$ cat src/rtl/alu_pkg.sv
// Shared ALU encodings: control codes, ALUOp classes, R-type funct values and the decoded-op record.
package alu_pkg;

  localparam logic [3:0] AluCtrlAnd  = 4'b0000;
  localparam logic [3:0] AluCtrlOr   = 4'b0001;
  localparam logic [3:0] AluCtrlAdd  = 4'b0010;
  localparam logic [3:0] AluCtrlSub  = 4'b0110;
  localparam logic [3:0] AluCtrlSlt  = 4'b0111;
  localparam logic [3:0] AluCtrlNor  = 4'b1100;
  localparam logic [3:0] AluCtrlNand = 4'b1101;

  localparam logic [2:0] OpAdd   = 3'b000;
  localparam logic [2:0] OpBeq   = 3'b001;
  localparam logic [2:0] OpRtype = 3'b010;
  localparam logic [2:0] OpSlt   = 3'b011;
  localparam logic [2:0] OpOr    = 3'b100;
  localparam logic [2:0] OpAnd   = 3'b101;
  localparam logic [2:0] OpNand  = 3'b110;
  localparam logic [2:0] OpBne   = 3'b111;

  localparam logic [5:0] FnAdd = 6'h20;
  localparam logic [5:0] FnSub = 6'h22;
  localparam logic [5:0] FnAnd = 6'h24;
  localparam logic [5:0] FnOr  = 6'h25;
  localparam logic [5:0] FnNor = 6'h27;
  localparam logic [5:0] FnSlt = 6'h2A;

  typedef struct packed {
    logic [3:0] ctrl;
    logic       illegal;
    logic       br_eq;
    logic       br_ne;
  } dec_op_t;

endpackage

$ cat src/rtl/alu_issue_if.sv
// Request, ALU-side and result signals of alu_issue. br_taken_o exists only with ALU_ISSUE_BRANCH_EN.
interface alu_issue_if #(
  parameter int unsigned DATA_W = 32
);
  logic              in_valid_i;
  logic              in_ready_o;
  logic [2:0]        alu_op_i;
  logic [5:0]        funct_i;
  logic [DATA_W-1:0] src1_i;
  logic [DATA_W-1:0] src2_i;
  logic [DATA_W-1:0] alu_src1_o;
  logic [DATA_W-1:0] alu_src2_o;
  logic [3:0]        alu_ctrl_o;
  logic [DATA_W-1:0] alu_result_i;
  logic              alu_zero_i;
  logic              out_valid_o;
  logic              out_ready_i;
  logic [DATA_W-1:0] result_o;
  logic              zero_o;
  logic              illegal_o;
`ifdef ALU_ISSUE_BRANCH_EN
  logic              br_taken_o;
`endif

  modport slave (
    input  in_valid_i, alu_op_i, funct_i, src1_i, src2_i, alu_result_i, alu_zero_i, out_ready_i,
    output in_ready_o, alu_src1_o, alu_src2_o, alu_ctrl_o, out_valid_o, result_o, zero_o,
`ifdef ALU_ISSUE_BRANCH_EN
    output br_taken_o,
`endif
    output illegal_o
  );

  modport master (
    output in_valid_i, alu_op_i, funct_i, src1_i, src2_i, alu_result_i, alu_zero_i, out_ready_i,
    input  in_ready_o, alu_src1_o, alu_src2_o, alu_ctrl_o, out_valid_o, result_o, zero_o,
`ifdef ALU_ISSUE_BRANCH_EN
    input  br_taken_o,
`endif
    input  illegal_o
  );

endinterface

$ cat src/rtl/alu_ctrl_dec.sv
// Combinational decode of ALUOp/funct into ALU control code, illegal flag and branch kind.
module alu_ctrl_dec
  import alu_pkg::*;
(
  input  logic [2:0] alu_op_i,
  input  logic [5:0] funct_i,
  output dec_op_t    dec_o
);

  always_comb begin
    dec_o      = '0;
    dec_o.ctrl = AluCtrlAdd;
    unique case (alu_op_i)
      OpAdd:  dec_o.ctrl = AluCtrlAdd;
      OpBeq:  begin dec_o.ctrl = AluCtrlSub; dec_o.br_eq = 1'b1; end
      OpRtype: begin
        case (funct_i)
          FnAdd:   dec_o.ctrl = AluCtrlAdd;
          FnSub:   dec_o.ctrl = AluCtrlSub;
          FnAnd:   dec_o.ctrl = AluCtrlAnd;
          FnOr:    dec_o.ctrl = AluCtrlOr;
          FnNor:   dec_o.ctrl = AluCtrlNor;
          FnSlt:   dec_o.ctrl = AluCtrlSlt;
          // Unknown funct still issues (as ADD) so the pipeline keeps moving; the flag marks it.
          default: begin dec_o.ctrl = AluCtrlAdd; dec_o.illegal = 1'b1; end
        endcase
      end
      OpSlt:  dec_o.ctrl = AluCtrlSlt;
      OpOr:   dec_o.ctrl = AluCtrlOr;
      OpAnd:  dec_o.ctrl = AluCtrlAnd;
      OpNand: dec_o.ctrl = AluCtrlNand;
      OpBne:  begin dec_o.ctrl = AluCtrlSub; dec_o.br_ne = 1'b1; end
      default: dec_o.ctrl = AluCtrlAdd;
    endcase
  end

endmodule

$ cat src/rtl/alu_issue.sv
// Two-stage issue (X) / writeback (W) wrapper around an external combinational ALU.
// Optional branch-taken output enabled by defining ALU_ISSUE_BRANCH_EN.
module alu_issue
  import alu_pkg::*;
#(
  parameter int unsigned DATA_W = 32
) (
  input logic        clk_i,
  input logic        rst_i,
  alu_issue_if.slave bus
);

  dec_op_t           w_dec;
  logic              w_free, w_x_adv, w_accept, w_in_ready;
  logic              r_x_valid, r_x_illegal;
  logic [3:0]        r_x_ctrl;
  logic [DATA_W-1:0] r_x_src1, r_x_src2;
  logic              r_w_valid, r_w_zero, r_w_illegal;
  logic [DATA_W-1:0] r_w_result;

  alu_ctrl_dec u_dec (
    .alu_op_i (bus.alu_op_i),
    .funct_i  (bus.funct_i),
    .dec_o    (w_dec)
  );

  assign w_free     = !r_w_valid | bus.out_ready_i;
  assign w_x_adv    = r_x_valid & w_free;
  assign w_in_ready = !r_x_valid | w_free;
  assign w_accept   = bus.in_valid_i & w_in_ready;

  always_ff @(posedge clk_i or negedge rst_i) begin
    if (!rst_i) begin
      r_x_valid   <= 1'b0;
      r_x_illegal <= 1'b0;
      r_x_ctrl    <= AluCtrlAdd;
      r_x_src1    <= '0;
      r_x_src2    <= '0;
    end else if (w_accept) begin
      r_x_valid   <= 1'b1;
      r_x_illegal <= w_dec.illegal;
      r_x_ctrl    <= w_dec.ctrl;
      r_x_src1    <= bus.src1_i;
      r_x_src2    <= bus.src2_i;
    end else if (w_x_adv) begin
      r_x_valid   <= 1'b0;
    end
  end

  always_ff @(posedge clk_i or negedge rst_i) begin
    if (!rst_i) begin
      r_w_valid   <= 1'b0;
      r_w_result  <= '0;
      r_w_zero    <= 1'b0;
      r_w_illegal <= 1'b0;
    end else if (w_x_adv) begin
      r_w_valid   <= 1'b1;
      r_w_result  <= bus.alu_result_i;
      r_w_zero    <= bus.alu_zero_i;
      r_w_illegal <= r_x_illegal;
    end else if (bus.out_ready_i) begin
      r_w_valid   <= 1'b0;
    end
  end

`ifdef ALU_ISSUE_BRANCH_EN
  logic r_x_br_eq, r_x_br_ne, r_w_br_taken;

  always_ff @(posedge clk_i or negedge rst_i) begin
    if (!rst_i) begin
      r_x_br_eq    <= 1'b0;
      r_x_br_ne    <= 1'b0;
      r_w_br_taken <= 1'b0;
    end else begin
      if (w_accept) begin
        r_x_br_eq <= w_dec.br_eq;
        r_x_br_ne <= w_dec.br_ne;
      end
      if (w_x_adv) begin
        r_w_br_taken <= (r_x_br_eq & bus.alu_zero_i) | (r_x_br_ne & !bus.alu_zero_i);
      end
    end
  end

  assign bus.br_taken_o = r_w_br_taken;
`else
  logic w_unused_br;
  assign w_unused_br = w_dec.br_eq | w_dec.br_ne;
`endif

  // An idle X presents ADD so the ALU sees a benign code; operands keep their last values.
  assign bus.alu_ctrl_o  = r_x_valid ? r_x_ctrl : AluCtrlAdd;
  assign bus.alu_src1_o  = r_x_src1;
  assign bus.alu_src2_o  = r_x_src2;
  assign bus.in_ready_o  = w_in_ready;
  assign bus.out_valid_o = r_w_valid;
  assign bus.result_o    = r_w_result;
  assign bus.zero_o      = r_w_zero;
  assign bus.illegal_o   = r_w_illegal;

endmodule

$ cat src/flat_wrapper.sv
// flat-port wrapper written by rule: the top's interface ports become plain ports
module alu_issue_flat import alu_pkg::*;
#(
  parameter int unsigned DATA_W = 32
)
  (clk_i, rst_i, bus_in_valid_i, bus_alu_op_i, bus_funct_i, bus_src1_i, bus_src2_i, bus_alu_result_i, bus_alu_zero_i, bus_out_ready_i, bus_in_ready_o, bus_alu_src1_o, bus_alu_src2_o, bus_alu_ctrl_o, bus_out_valid_o, bus_result_o, bus_zero_o, bus_illegal_o);
  alu_issue_if #(.DATA_W(DATA_W)) bus_i ();
  input logic clk_i;
  input logic rst_i;
  input wire logic [$bits(bus_i.in_valid_i)-1:0] bus_in_valid_i;
  input wire logic [$bits(bus_i.alu_op_i)-1:0] bus_alu_op_i;
  input wire logic [$bits(bus_i.funct_i)-1:0] bus_funct_i;
  input wire logic [$bits(bus_i.src1_i)-1:0] bus_src1_i;
  input wire logic [$bits(bus_i.src2_i)-1:0] bus_src2_i;
  input wire logic [$bits(bus_i.alu_result_i)-1:0] bus_alu_result_i;
  input wire logic [$bits(bus_i.alu_zero_i)-1:0] bus_alu_zero_i;
  input wire logic [$bits(bus_i.out_ready_i)-1:0] bus_out_ready_i;
  output wire logic [$bits(bus_i.in_ready_o)-1:0] bus_in_ready_o;
  output wire logic [$bits(bus_i.alu_src1_o)-1:0] bus_alu_src1_o;
  output wire logic [$bits(bus_i.alu_src2_o)-1:0] bus_alu_src2_o;
  output wire logic [$bits(bus_i.alu_ctrl_o)-1:0] bus_alu_ctrl_o;
  output wire logic [$bits(bus_i.out_valid_o)-1:0] bus_out_valid_o;
  output wire logic [$bits(bus_i.result_o)-1:0] bus_result_o;
  output wire logic [$bits(bus_i.zero_o)-1:0] bus_zero_o;
  output wire logic [$bits(bus_i.illegal_o)-1:0] bus_illegal_o;
  assign bus_i.in_valid_i = bus_in_valid_i;
  assign bus_i.alu_op_i = bus_alu_op_i;
  assign bus_i.funct_i = bus_funct_i;
  assign bus_i.src1_i = bus_src1_i;
  assign bus_i.src2_i = bus_src2_i;
  assign bus_i.alu_result_i = bus_alu_result_i;
  assign bus_i.alu_zero_i = bus_alu_zero_i;
  assign bus_i.out_ready_i = bus_out_ready_i;
  assign bus_in_ready_o = bus_i.in_ready_o;
  assign bus_alu_src1_o = bus_i.alu_src1_o;
  assign bus_alu_src2_o = bus_i.alu_src2_o;
  assign bus_alu_ctrl_o = bus_i.alu_ctrl_o;
  assign bus_out_valid_o = bus_i.out_valid_o;
  assign bus_result_o = bus_i.result_o;
  assign bus_zero_o = bus_i.zero_o;
  assign bus_illegal_o = bus_i.illegal_o;
  alu_issue #(.DATA_W(DATA_W)) u_core (.clk_i(clk_i), .rst_i(rst_i), .bus(bus_i));
endmodule
$ cat config.mk
export PLATFORM = sky130hd
export DESIGN_NAME = alu_issue_flat
export DESIGN_NICKNAME = d
export VERILOG_FILES = /design/src/rtl/alu_pkg.sv /design/src/rtl/alu_issue_if.sv /design/src/rtl/alu_ctrl_dec.sv /design/src/rtl/alu_issue.sv /design/src/flat_wrapper.sv
export SDC_FILE = /design/constraint.sdc
export NUM_CORES = 1
export LEC_CHECK = 0
export BUFFER_PORTS_ARGS = -buffer_cell sky130_fd_sc_hd__buf_2
export CAP_MARGIN = 15
export CORE_UTILIZATION = 44
export CTS_CLUSTER_SIZE = 14
export DETAILED_ROUTE_END_ITERATION = 10
export PLACE_DENSITY = 0.86
export SYNTH_ARGS = -nofsm -noshare
export SYNTH_HDL_FRONTEND = slang
export SYNTH_SLANG_ARGS = --single-unit
$ cat constraint.sdc
create_clock -name clk_i -period 2.1 [get_ports clk_i]
set_input_delay 0.42 -clock clk_i [delete_from_list [all_inputs] [get_ports clk_i]]
set_output_delay 0.42 -clock clk_i [all_outputs]
set_load 0.02 [all_outputs]
==> impl_results.md <==
- Status: finished clean
- Setup slack, reg-to-reg: 0.50 ns
- Drt first pass iters: 4
- Final WL: 9.285 mm
- Max-slew violations: 0
- Crit path time final: 1.652 ns
- Core ar.: 9774 sq um
- Critical Path End Type: primary output
- Most frequent cell after synthesis: dfrtp_1
- Critical R2R Capture: u_core.bus.alu_src2_o[17]
- Setup crit start: u_core.r_x_valid
- Post-CTS sizing: 0
- Worst setup SP type: flop
- IO buf count: 213
- # IOs: 214
- Initial antenna violation count: 0
- ANT cells: 0
- FMAX: 0.6053 GHz
- # DRC: 0
- CTS tree: built
- Hold Fails Final Rpt: 0
- Yosys top cell area share: 0.5887
- Syn-to-layout area delta: 31.02%
- Cell Area, Synth: 4420 sq um
- CTS H-tree lvls: 3
- Final-report setup violation count: 0
- EDFF count, synth: 0
- First-pass GRT wire length: 13.50 mm
- Num CTS Buffers: 9
- Die extent in x: 102.2 microns
- Largest net degree at the start of global routing: 58
- Die height: 102.2 microns
- CTS Root Cell: clkbuf_8
- Setup bufs post-CTS: 0
- Util after Layout: 0.5926
- Rel. slew slack: 0.8011
- Row cnt: 36
- Crit Path Max Fanout: 7
- Grt total ovfl: 0
- Clock-pin slew on the worst setup and hold paths: 0.09 ns
- Placed insts: 598
- Worst R2R Path Depth: 4
- Via density: 4.661
- Cells after Synth: 256
- Fill count: 781
- Clk Latency, worst-skew pair: 0.34 ns
- Yosys top cell by area: dfrtp_1
- Post-synth ARST share: 1.000
- Initial drt markers: 51
- Most instantiated cells after synthesis: dfrtp_1 (104), mux2_4 (61), mux2_2 (37)
- Nets: 586
- Final setup TNS: 0 ns
- CTS max path bufs: 2
- Sequential element share of the synthesized area: 0.5947
- Crit path DAT: 1.23 ns
- Levels on crit path: 2
- Mean post-synth cell area: 17.27 sq um
- Area of the die: 10450 sq um
- Max-cap viol count: 0
- Sink Count: 105
- Synthesis-stage register bit count: 105
- Power density over the cells: 889.4 nW/um^2
- Hold slack: 0.05988 ns
- Post-synth cell types: 26
- CP max stage delay: 0.48 ns
- CP bufs+invs: 1
- Vias in the first global route: 2815
- DP HPWL: 7.034 mm
- Worst vdd ir: 455.9 uV
- DRT antenna net count: 0
- Synth area leaders: dfrtp_1 (59%), mux2_4 (21%), mux2_2 (9.4%)
- CP Capture Point: bus_alu_ctrl_o[1]
- FF-to-FF Start: u_core.r_x_valid
- WS Path Type: flop to primary output
- Worst slew pin tran: 0.2976 ns
- Routability cong.: 0.7925
- Post-synth top flop: dfrtp_1
- P_leak: 3.012 nW
- Net Count, Synth: 366
- Routed len/inst: 15.12 microns
- Hold_buf cts: 0
- RSZ-0062 raised after global routing: false
- Via count: 2862
- GR Util All Layers: 0.1697
- Period utilization: 0.7867
- Initial Utilization: 0.4523
- Worst path cell trace: or2b_1, buf_2
- Post-Route Skew: 0.003637 ns
- Share of cells above drive strength 1: 0.7006
- Finished Layout Cells: 614
- Top delay family on crit path: flip-flops
- Worst path required time: 1.68 ns
- Slowest CP cell: dfrtp_1
- HP Class: primary input to asynchronous set/reset pin
- Yosys warns: 0
-- cell families (layout without fill, tap and decap cells) --
logic type | Yosys count | in the layout | share of synthesized area
compound gates | 16 | 16 | 0.02406
buf+inv | 12 | 237 | 0.03906
mux | 98 | 98 | 0.3014
simple gates | 25 | 25 | 0.04076
flops | 105 | 105 | 0.5947
-- layout by cell type (no fill, tap or decap), types with 2 or more instances in the layout --
cell type | netlist | layout
nor2b_1 | 3 | 3
nand2_1 | 5 | 5
o21ai_0 | 5 | 5
clkbuf_8 | 0 | 13
mux2_4 | 61 | 61
clkbuf_1 | 0 | 2
and2_1 | 3 | 3
buf_12 | 6 | 5
mux2_2 | 37 | 37
inv_1 | 2 | 2
and3b_1 | 2 | 2
buf_2 | 0 | 212
a31oi_1 | 2 | 2
dfrtp_1 | 104 | 104
buf_4 | 0 | 2
nand2b_1 | 6 | 6
a21oi_1 | 4 | 4
-- report_power, final --
| part | switching (mW) | total (mW) | internal [mW] |
|---|---|---|---|
| sequential | 0.167 | 2.49 | 2.33 |
| combinational | 0.768 | 1.46 | 0.689 |
| clock | 0.635 | 1.20 | 0.564 |
| total | 1.57 | 5.15 | 3.58 |
-- per-stage QoR --
stage	setup WS [ns]	power [mW]	instance area (sq um)
2_1_floorplan	0.6583	3.462	4420
3_3_place_gp	0.4350	3.950	5598
3_5_place_dp	0.3819	4.008	5598
4_1_cts	0.4190	5.213	5792
5_1_grt	0.3819	5.404	5792
6_report	0.4480	5.151	5792
-- worst min path at each step --
stage	endpoint	slack [ns]	cells after the start
4_1_cts	u_core.bus.result_o[2]	0.05	2
3_3_place_gp	u_core.bus.result_o[5]	0.43	2
3_5_place_dp	u_core.bus.result_o[6]	0.44	2
5_1_grt	u_core.bus.result_o[5]	0.06	2
6_report	u_core.bus.result_o[2]	0.06	2
2_1_floorplan	u_core.bus.alu_src1_o[0]	0.12	0
-- cell type report --
class,count,area (sq um),share of cell area
Clock buffer,15,186.4,0.03219
Multi-Input combinational cell,139,1619,0.2795
Inverter,2,7.507,0.001296
Clock inverter,1,7.507,0.001296
Timing Repair Buffer,219,1176,0.2031
Sequential cell,105,2629,0.4539
Tap cell,133,166.4,0.02873
-- flip-flops by register name, summed over array words and instances, names as in the netlist --
name,cells
u_core.r_x_valid,1
u_core.bus.alu_src1_o,32
u_core.bus.result_o,32
u_core.bus.out_valid_o,1
u_core.bus.zero_o,1
u_core.bus.illegal_o,1
u_core.bus.alu_src2_o,32
u_core.r_x_ctrl,4
u_core.r_x_illegal,1
-- metal layers --
metal	global-route usage	up-vias	wire length (microns)
met3	0.02873	10	539
met5	0	-	0
met4	0.07912	0	130
li1	-	1333	-
met2	0.2927	119	4726
met1	0.2079	1400	3888
Power figures use the tool's default switching activity.
